## config.mk

```make
export PLATFORM = sky130hd
export DESIGN_NAME = audio_ctrl_fsm_flat
export DESIGN_NICKNAME = d
export VERILOG_FILES = /design/src/rtl/audio_ctrl_pkg.sv /design/src/rtl/audio_ctrl_if.sv /design/src/rtl/key_debounce.sv /design/src/rtl/audio_ctrl_fsm.sv /design/src/flat_wrapper.sv
export SDC_FILE = /design/constraint.sdc
export NUM_CORES = 1
export LEC_CHECK = 0
export BUFFER_PORTS_ARGS = -buffer_cell sky130_fd_sc_hd__buf_2
export CORE_UTILIZATION = 55
export DETAILED_ROUTE_END_ITERATION = 16
export HOLD_SLACK_MARGIN = 0.12
export PLACE_DENSITY = 0.73
export SLEW_MARGIN = 40
export SYNTH_ARGS = -nofsm -noshare
export SYNTH_HDL_FRONTEND = slang
export SYNTH_HIERARCHICAL = 1
export SYNTH_SLANG_ARGS = --single-unit
```

## constraint.sdc

```tcl
create_clock -name i_clk -period 2.46 [get_ports i_clk]
set_clock_uncertainty 0.15 [all_clocks]
set_input_delay 0.492 -clock i_clk [delete_from_list [all_inputs] [get_ports i_clk]]
set_output_delay 0.492 -clock i_clk [all_outputs]
set_load 0.02 [all_outputs]
```

## src/rtl/audio_ctrl_pkg.sv

```systemverilog
// Shared types for the lab3 audio transport controller: state encoding,
// key index constants and the command-pulse bundle.
package audio_ctrl_pkg;

    typedef enum logic [2:0] {
        INIT       = 3'd0,
        IDLE       = 3'd1,
        REC        = 3'd2,
        REC_PAUSE  = 3'd3,
        PLAY       = 3'd4,
        PLAY_PAUSE = 3'd5
    } ctrl_state_e;

    localparam int KEY_REC  = 0;
    localparam int KEY_PLAY = 1;
    localparam int KEY_STOP = 2;
    localparam int KEY_SPD  = 3;

    typedef struct packed {
        logic rec_start;
        logic rec_pause;
        logic rec_stop;
        logic play_start;
        logic play_pause;
        logic play_stop;
    } pulse_t;

endpackage

```

## src/rtl/audio_ctrl_if.sv

```systemverilog
// Board-side signal bundle of the transport controller; master is the
// controller, slave is the board/recorder/DSP side.
interface audio_ctrl_if #(
    parameter int SPD_W = 4
);
    import audio_ctrl_pkg::*;

    logic [3:0]       i_key;
    logic             i_init_done;
    logic             i_rec_full;
    logic             i_play_end;
    logic             i_interp;
    ctrl_state_e      o_state;
    logic             o_rec_start;
    logic             o_rec_pause;
    logic             o_rec_stop;
    logic             o_play_start;
    logic             o_play_pause;
    logic             o_play_stop;
    logic             o_recording;
    logic             o_fast;
    logic             o_slow;
    logic             o_slow_lin;
    logic [SPD_W-1:0] o_speed;

    modport master (
        input  i_key, i_init_done, i_rec_full, i_play_end, i_interp,
        output o_state, o_rec_start, o_rec_pause, o_rec_stop,
               o_play_start, o_play_pause, o_play_stop,
               o_recording, o_fast, o_slow, o_slow_lin, o_speed
    );

    modport slave (
        output i_key, i_init_done, i_rec_full, i_play_end, i_interp,
        input  o_state, o_rec_start, o_rec_pause, o_rec_stop,
               o_play_start, o_play_pause, o_play_stop,
               o_recording, o_fast, o_slow, o_slow_lin, o_speed
    );

endinterface

```

## src/rtl/key_debounce.sv

```systemverilog
// Push-button conditioner: 2-FF synchronizer, stability counter, and a
// one-cycle press pulse when the accepted (active-low) level falls.
module key_debounce #(
    parameter int DEBOUNCE_CYCLES = 250000
) (
    input  logic i_clk,
    input  logic i_rst_n,
    input  logic i_key_n,
    output logic o_level,
    output logic o_press
);
    localparam int CNT_W = $clog2(DEBOUNCE_CYCLES + 1);

    logic [1:0]       sync;
    logic [CNT_W-1:0] count;
    logic             stable_done;

    assign stable_done = (count == CNT_W'(DEBOUNCE_CYCLES - 1));

    // count only consecutive samples that disagree with the accepted level
    always_ff @(posedge i_clk or negedge i_rst_n) begin
        if (!i_rst_n) begin
            sync    <= 2'b11;
            count   <= '0;
            o_level <= 1'b1;
            o_press <= 1'b0;
        end else begin
            sync    <= {sync[0], i_key_n};
            o_press <= 1'b0;
            if (sync[1] == o_level) begin
                count <= '0;
            end else if (stable_done) begin
                count   <= '0;
                o_level <= sync[1];
                o_press <= o_level;
            end else begin
                count <= count + CNT_W'(1);
            end
        end
    end

endmodule

```

## src/rtl/audio_ctrl_fsm.sv

```systemverilog
// Transport controller: debounced keys drive a record/play FSM with
// registered command pulses and a fast/slow playback speed selector.
module audio_ctrl_fsm
    import audio_ctrl_pkg::*;
#(
    parameter int DEBOUNCE_CYCLES = 250000,
    parameter int MAX_SPEED       = 8,
    parameter int SPD_W           = 4
) (
    input  logic         i_clk,
    input  logic         i_rst_n,
    audio_ctrl_if.master bus
);
    logic [3:0]       press;
    logic [3:0]       level;
    logic [3:0]       hit;
    logic             ev_stop, ev_rec, ev_play, ev_spd, spd_adv;
    ctrl_state_e      state, state_nxt;
    pulse_t           pulse, pulse_nxt;
    logic             recording;
    logic             fast, fast_nxt, slow, slow_nxt;
    logic [SPD_W-1:0] speed, speed_nxt;

    for (genvar k = 0; k < 4; k++) begin : g_key
        key_debounce #(.DEBOUNCE_CYCLES(DEBOUNCE_CYCLES)) u_db (
            .i_clk   (i_clk),
            .i_rst_n (i_rst_n),
            .i_key_n (bus.i_key[k]),
            .o_level (level[k]),
            .o_press (press[k])
        );
    end

    // one key event per cycle: stop > rec > play > speed
    assign hit     = press & ~level;
    assign ev_stop = hit[KEY_STOP];
    assign ev_rec  = hit[KEY_REC]  & ~ev_stop;
    assign ev_play = hit[KEY_PLAY] & ~ev_stop & ~hit[KEY_REC];
    assign ev_spd  = hit[KEY_SPD]  & ~ev_stop & ~hit[KEY_REC] & ~hit[KEY_PLAY];

    always_comb begin
        state_nxt = state;
        pulse_nxt = '0;
        spd_adv   = 1'b0;
        case (state)
            INIT:       if (bus.i_init_done) state_nxt = IDLE;
            IDLE: begin
                if (ev_rec) begin
                    state_nxt = REC;  pulse_nxt.rec_start = 1'b1;
                end else if (ev_play) begin
                    state_nxt = PLAY; pulse_nxt.play_start = 1'b1;
                end
            end
            REC: begin
                if (bus.i_rec_full || ev_stop) begin
                    state_nxt = IDLE;      pulse_nxt.rec_stop = 1'b1;
                end else if (ev_rec) begin
                    state_nxt = REC_PAUSE; pulse_nxt.rec_pause = 1'b1;
                end
            end
            REC_PAUSE: begin
                if (ev_stop) begin
                    state_nxt = IDLE; pulse_nxt.rec_stop = 1'b1;
                end else if (ev_rec) begin
                    state_nxt = REC;  pulse_nxt.rec_start = 1'b1;
                end
            end
            PLAY: begin
                if (bus.i_play_end || ev_stop) begin
                    state_nxt = IDLE;       pulse_nxt.play_stop = 1'b1;
                end else if (ev_play) begin
                    state_nxt = PLAY_PAUSE; pulse_nxt.play_pause = 1'b1;
                end else begin
                    spd_adv = ev_spd;
                end
            end
            PLAY_PAUSE: begin
                if (ev_stop) begin
                    state_nxt = IDLE; pulse_nxt.play_stop = 1'b1;
                end else if (ev_play) begin
                    state_nxt = PLAY; pulse_nxt.play_start = 1'b1;
                end else begin
                    spd_adv = ev_spd;
                end
            end
            default:    state_nxt = INIT;
        endcase
    end

    // speed walks normal -> fast 2..MAX -> slow 2..MAX -> normal
    always_comb begin
        speed_nxt = speed;
        fast_nxt  = fast;
        slow_nxt  = slow;
        if (state_nxt == IDLE) begin
            speed_nxt = SPD_W'(1);
            fast_nxt  = 1'b0;
            slow_nxt  = 1'b0;
        end else if (spd_adv) begin
            if (!fast && !slow) begin
                speed_nxt = SPD_W'(2);
                fast_nxt  = 1'b1;
            end else if (speed == SPD_W'(MAX_SPEED)) begin
                speed_nxt = fast ? SPD_W'(2) : SPD_W'(1);
                slow_nxt  = fast;
                fast_nxt  = 1'b0;
            end else begin
                speed_nxt = speed + SPD_W'(1);
            end
        end
    end

    always_ff @(posedge i_clk or negedge i_rst_n) begin
        if (!i_rst_n) begin
            state     <= INIT;
            pulse     <= '0;
            recording <= 1'b0;
            speed     <= SPD_W'(1);
            fast      <= 1'b0;
            slow      <= 1'b0;
        end else begin
            state     <= state_nxt;
            pulse     <= pulse_nxt;
            recording <= (state_nxt == REC);
            speed     <= speed_nxt;
            fast      <= fast_nxt;
            slow      <= slow_nxt;
        end
    end

    assign bus.o_state      = state;
    assign bus.o_rec_start  = pulse.rec_start;
    assign bus.o_rec_pause  = pulse.rec_pause;
    assign bus.o_rec_stop   = pulse.rec_stop;
    assign bus.o_play_start = pulse.play_start;
    assign bus.o_play_pause = pulse.play_pause;
    assign bus.o_play_stop  = pulse.play_stop;
    assign bus.o_recording  = recording;
    assign bus.o_fast       = fast;
    assign bus.o_slow       = slow;
    assign bus.o_slow_lin   = slow & bus.i_interp;
    assign bus.o_speed      = speed;

endmodule

```

## src/flat_wrapper.sv

```systemverilog
// flat-port wrapper written by rule: the top's interface ports become plain ports
module audio_ctrl_fsm_flat import audio_ctrl_pkg::*;
#(
    parameter int DEBOUNCE_CYCLES = 250000,
    parameter int MAX_SPEED       = 8,
    parameter int SPD_W           = 4
)
  (i_clk, i_rst_n, bus_i_key, bus_i_init_done, bus_i_rec_full, bus_i_play_end, bus_i_interp, bus_o_state, bus_o_rec_start, bus_o_rec_pause, bus_o_rec_stop, bus_o_play_start, bus_o_play_pause, bus_o_play_stop, bus_o_recording, bus_o_fast, bus_o_slow, bus_o_slow_lin, bus_o_speed);
  audio_ctrl_if #(.SPD_W(SPD_W)) bus_i ();
  input  logic i_clk;
  input  logic i_rst_n;
  input wire logic [$bits(bus_i.i_key)-1:0] bus_i_key;
  input wire logic [$bits(bus_i.i_init_done)-1:0] bus_i_init_done;
  input wire logic [$bits(bus_i.i_rec_full)-1:0] bus_i_rec_full;
  input wire logic [$bits(bus_i.i_play_end)-1:0] bus_i_play_end;
  input wire logic [$bits(bus_i.i_interp)-1:0] bus_i_interp;
  output wire logic [$bits(bus_i.o_state)-1:0] bus_o_state;
  output wire logic [$bits(bus_i.o_rec_start)-1:0] bus_o_rec_start;
  output wire logic [$bits(bus_i.o_rec_pause)-1:0] bus_o_rec_pause;
  output wire logic [$bits(bus_i.o_rec_stop)-1:0] bus_o_rec_stop;
  output wire logic [$bits(bus_i.o_play_start)-1:0] bus_o_play_start;
  output wire logic [$bits(bus_i.o_play_pause)-1:0] bus_o_play_pause;
  output wire logic [$bits(bus_i.o_play_stop)-1:0] bus_o_play_stop;
  output wire logic [$bits(bus_i.o_recording)-1:0] bus_o_recording;
  output wire logic [$bits(bus_i.o_fast)-1:0] bus_o_fast;
  output wire logic [$bits(bus_i.o_slow)-1:0] bus_o_slow;
  output wire logic [$bits(bus_i.o_slow_lin)-1:0] bus_o_slow_lin;
  output wire logic [$bits(bus_i.o_speed)-1:0] bus_o_speed;
  assign bus_i.i_key = bus_i_key;
  assign bus_i.i_init_done = bus_i_init_done;
  assign bus_i.i_rec_full = bus_i_rec_full;
  assign bus_i.i_play_end = bus_i_play_end;
  assign bus_i.i_interp = bus_i_interp;
  assign bus_o_state = bus_i.o_state;
  assign bus_o_rec_start = bus_i.o_rec_start;
  assign bus_o_rec_pause = bus_i.o_rec_pause;
  assign bus_o_rec_stop = bus_i.o_rec_stop;
  assign bus_o_play_start = bus_i.o_play_start;
  assign bus_o_play_pause = bus_i.o_play_pause;
  assign bus_o_play_stop = bus_i.o_play_stop;
  assign bus_o_recording = bus_i.o_recording;
  assign bus_o_fast = bus_i.o_fast;
  assign bus_o_slow = bus_i.o_slow;
  assign bus_o_slow_lin = bus_i.o_slow_lin;
  assign bus_o_speed = bus_i.o_speed;
  audio_ctrl_fsm #(.DEBOUNCE_CYCLES(DEBOUNCE_CYCLES), .MAX_SPEED(MAX_SPEED), .SPD_W(SPD_W)) u_core (.i_clk(i_clk), .i_rst_n(i_rst_n), .bus(bus_i));
endmodule
```

==> qor.log <==
qor: worst_setup_path.worstSetupPathType in -> reg
qor: power_and_ir_drop.power_frac_clock 0.358
qor: yosys.synthAdderAreaFrac 0.0144
qor: clock_network.tritoncts yes
qor: yosys.post_synth_xor_area_fraction 0.101
qor: placement.numPortBuffers 26
qor: layout.antenna-diode-count 0
qor: layout.finish.instance_area 5810 sq um
qor: worst_setup_path.worstSetupStartpointType input port
qor: grt.initial_antenna_violation_count 0
qor: sta.max_slew.worst_pin.slew 423 ps
qor: layout.syn_to_final_growth 11.5%
qor: sta.rsz_0062_raised_after_global_routing false
qor: sta.report.final.hold_viol_count 0
qor: yosys.synth_simple_gate_area_frac 0.274
qor: die.floorplan.die.width 99.3 um
qor: drt.vias 3857
qor: yosys.synth-warning-count 6
qor: hold_path.hold_path.class in -> reg
qor: placement.place_area 5540 sq um
qor: clock_network.clk_pin_slew_worst_paths 90 ps
qor: yosys.synth_flop_cell sky130_fd_sc_hd__dfrtp_1
qor: drt.route.detailed.drc 0
qor: clock_network.cts.root.buffer_cell sky130_fd_sc_hd__clkbuf_8
qor: die.die_h 99.3 um
qor: die.design.core.area 9200 sq um
qor: worst_setup_path.path_max_fanout 11
qor: placement.place_hpwl 6.76 mm
qor: power_and_ir_drop.vdd.ir_drop.worst 0.000399 V
qor: yosys.flop_and_latch_count_out_of_synthesis 104
qor: drt.ant_nets 0
qor: yosys.syn-mean-instance-area 10.4 sq um
qor: yosys.synth_compound_gate_area_share 0.0692
qor: die.start_util 0.567
qor: yosys.synth-async-reset-ratio 1.00
qor: yosys.synth-seq-area-share 0.503
qor: drt.drt_first_pass_iters 4
qor: grt.grt_pass1_wl 16.8 mm
qor: sta.max_freq 420 MHz
qor: power_and_ir_drop.switching_share 0.221
qor: power_and_ir_drop.intPower 2.29 mW
qor: power_and_ir_drop.sequentialPowerShare 0.600
qor: yosys.ys_types 55
qor: die.pin_count 27
qor: clock_network.sinks_on_clock_net 104
qor: drt.detail_route.wirelength 9.60 mm
qor: layout.most_frequent_cells_in_the_layout 91 x sky130_fd_sc_hd__dfrtp_1, 76 x sky130_fd_sc_hd__nor2_1, 40 x sky130_fd_sc_hd__xnor2_1
qor: clock_network.cts.htree.levels 3
qor: placement.gp_congestion 0.835
qor: sta.finalSetupViolCount 0
qor: power_and_ir_drop.leakage_power 2.45 nW
qor: layout.fin_nets 564
qor: yosys.syn_area 5210 sq um
qor: worst_setup_path.worst-endpoint-required 2560 ps
qor: yosys.synth_edf_count 0
qor: grt.globalRoute.totalOverflow 0
qor: worst_setup_path.critical_path.endpoint_type flip-flop
qor: grt.grt.total_usage 0.213
qor: yosys.synthMuxAreaShare 0.0197
qor: layout.regArea 2620 sq um
qor: sta.finalWorstPathRequiredPeriod 2380 ps
qor: drt.detail_route.vias_per_cell 5.81
qor: drt.drt_iter0_drc 107
qor: yosys.mappedNetlistNets 517
qor: flow_run.max_cap_violations 0
qor: power_and_ir_drop.comb_power_share 0.042
qor: clock_network.latest_clock_arrival_within_the_worst_skew_pair 370 ps
qor: grt.vias_in_the_first_global_route 3690
qor: sta.timing_max_transition_violations_final 0
qor: power_and_ir_drop.power.net_switching 649 uW
qor: drt.routedWlPerCell 14.5 um
qor: clock_network.clock_buffer_count_from_cts 9
qor: layout.multi_input_area 2500 sq um
qor: clock_network.cts-root-to-sink-buffers 2
qor: yosys.main_combinational_cell_family_by_area_after_synthesis simple AND/OR/NAND/NOR gates
qor: sta.final_min_period_over_clock_period 0.968
qor: layout.final_common_cell sky130_fd_sc_hd__dfrtp_1
qor: sta.slew-limit-headroom 0.717
qor: die.number_of_cell_rows 35
qor: status.run_status finished clean
qor: layout.layout.filler_cells 729
qor: worst_setup_path.worst_ep_arrival_time 2480 ps
qor: die.die_area 9870 sq um
qor: yosys.post_synthesis_cell_count 501
qor: layout.drive_gt1_frac 0.190
qor: grt.grt_start_max_net_pins 44
qor: sta.fin_setup_tns 0 ps
qor: power_and_ir_drop.p_per_area 506 nW/um^2
-- cell usage after synthesis (2+ instances only) --
library cell	n	share of area
sky130_fd_sc_hd__a211o_1	2	0.0034
sky130_fd_sc_hd__mux2i_1	2	0.0038
sky130_fd_sc_hd__dfrtp_1	91	0.44
sky130_fd_sc_hd__buf_4	5	0.0072
sky130_fd_sc_hd__nor3b_1	4	0.0058
sky130_fd_sc_hd__dfstp_2	13	0.066
sky130_fd_sc_hd__mux2_2	2	0.0043
sky130_fd_sc_hd__nand3_1	26	0.025
sky130_fd_sc_hd__o21ai_0	12	0.012
sky130_fd_sc_hd__xor2_1	20	0.034
sky130_fd_sc_hd__nand2_1	28	0.020
sky130_fd_sc_hd__nor3_1	12	0.012
sky130_fd_sc_hd__or4_1	4	0.0058
sky130_fd_sc_hd__nand4_1	25	0.030
sky130_fd_sc_hd__or3_1	6	0.0072
sky130_fd_sc_hd__a21oi_1	10	0.0096
sky130_fd_sc_hd__nand3_2	4	0.0077
sky130_fd_sc_hd__nor2b_1	4	0.0048
sky130_fd_sc_hd__o21ai_1	3	0.0029
sky130_fd_sc_hd__nand3b_1	2	0.0029
sky130_fd_sc_hd__and4_1	4	0.0067
sky130_fd_sc_hd__nand2b_1	7	0.0084
sky130_fd_sc_hd__xnor2_1	40	0.067
sky130_fd_sc_hd__or4_4	9	0.019
sky130_fd_sc_hd__mux2_4	4	0.012
sky130_fd_sc_hd__and3_2	4	0.0058
sky130_fd_sc_hd__ha_1	6	0.014
sky130_fd_sc_hd__a22oi_1	2	0.0029
sky130_fd_sc_hd__inv_1	8	0.0058
sky130_fd_sc_hd__or2_1	2	0.0024
sky130_fd_sc_hd__and3_1	6	0.0072
sky130_fd_sc_hd__and2_1	3	0.0036
sky130_fd_sc_hd__a211oi_1	2	0.0029
sky130_fd_sc_hd__o41ai_4	4	0.021
sky130_fd_sc_hd__nor4_1	25	0.030
sky130_fd_sc_hd__clkbuf_1	5	0.0036
sky130_fd_sc_hd__a21o_1	2	0.0029
sky130_fd_sc_hd__nor2_1	76	0.055
-- power by group through the flow --
stage / Sequential (mW) / Clock (mW) / Combinational, mW
after floorplan: 1.79 / 0 / 0.0522
after global placement: 1.79 / 0 / 0.116
after detailed placement: 1.80 / 0 / 0.118
after CTS: 1.76 / 1.10 / 0.127
after global routing: 1.77 / 1.16 / 0.142
final: 1.76 / 1.05 / 0.123
-- registers in the layout, indices dropped and copies added (netlist names) --
| signal | count |
|---|---|
| u_core/bus.o_fast | 1 |
| u_core/bus.o_play_pause | 1 |
| u_core/bus.o_play_start | 1 |
| u_core/bus.o_play_stop | 1 |
| u_core/bus.o_rec_pause | 1 |
| u_core/bus.o_rec_start | 1 |
| u_core/bus.o_rec_stop | 1 |
| u_core/bus.o_recording | 1 |
| u_core/bus.o_slow | 1 |
| u_core/bus.o_speed | 4 |
| u_core/bus.o_state | 3 |
| u_core/g_key.u_db/count | 72 |
| u_core/g_key.u_db/o_level | 4 |
| u_core/g_key.u_db/o_press | 4 |
| u_core/g_key.u_db/sync | 8 |
-- kinds of logic after synthesis --
family / Yosys count
compound gates: 44
xor+xnor: 60
mux: 8
flops: 104
buf+inv: 20
simple gates: 259
fa+ha+maj: 6
-- final timing paths --
check / slack [ps] / endpoint / depth (start not counted) / start
min reg2reg: 210 / u_core/g_key[1].u_db/sync[1] / 0 / u_core/g_key[1].u_db/sync[0]
min: 160 / u_core/bus.o_rec_pause / 2 / bus_i_rec_full
max in group asynchronous: 1110 / u_core/bus.o_speed[0] / 3 / i_rst_n
max: 80 / u_core/bus.o_speed[3] / 8 / bus_i_play_end
min in group asynchronous: 390 / u_core/g_key[2].u_db/count[14] / 2 / i_rst_n
max reg2reg: 250 / u_core/bus.o_speed[1] / 6 / u_core/g_key[0].u_db/o_level
-- routing by layer --
layer | GRT usage | part of all wire | vias up
met5 | 0 | 0 | -
met4 | 0.0826 | 0.016 | 0
met3 | 0.0457 | 0.034 | 15
met2 | 0.343 | 0.48 | 88
met1 | 0.282 | 0.46 | 1872
li1 | - | - | 1882
-- critical path, cell delays in order --
cell and delay (ps):
sky130_fd_sc_hd__dlygate4sd3_1 540, sky130_fd_sc_hd__buf_2 130, sky130_fd_sc_hd__nor2b_1 140, sky130_fd_sc_hd__or3_1 370
sky130_fd_sc_hd__or2_4 320, sky130_fd_sc_hd__a21o_1 200, sky130_fd_sc_hd__a22oi_2 190, sky130_fd_sc_hd__a31oi_2 100
-- repair_timing --
| item | 4_1_cts | 5_1_grt |
|---|---|---|
| endpoints found under the setup margin | 0 | 6 |
| resized for setup | 0 | 3 |
| hold endpoints to repair | 23 | 0 |
| hold buffers | 6 | 0 |
| buffers inserted | 0 | 0 |
-- through the flow --
stage	total power, mW	utilization	setup slack, ps	hold WS [ps]	std cells
2_1_floorplan	1.84	-	271	46.4	501
3_3_place_gp	1.91	0.603	152	197	642
3_5_place_dp	1.91	0.603	69.4	197	642
4_1_cts	2.99	0.631	12.5	137	664
5_1_grt	3.07	0.632	1.29	157	664
6_report	2.94	0.632	79.8	164	664
-- area by class of cell --
| type | count | area share |
|---|---|---|
| clock inverter | 4 | 0.00926 |
| inverter | 8 | 0.00517 |
| multi-input combinational | 377 | 0.430 |
| tap | 111 | 0.0239 |
| clock buffer | 12 | 0.0250 |
| timing repair buffer | 48 | 0.0560 |
| sequential | 104 | 0.451 |
Note: power is estimated with default switching activity, not from simulation.
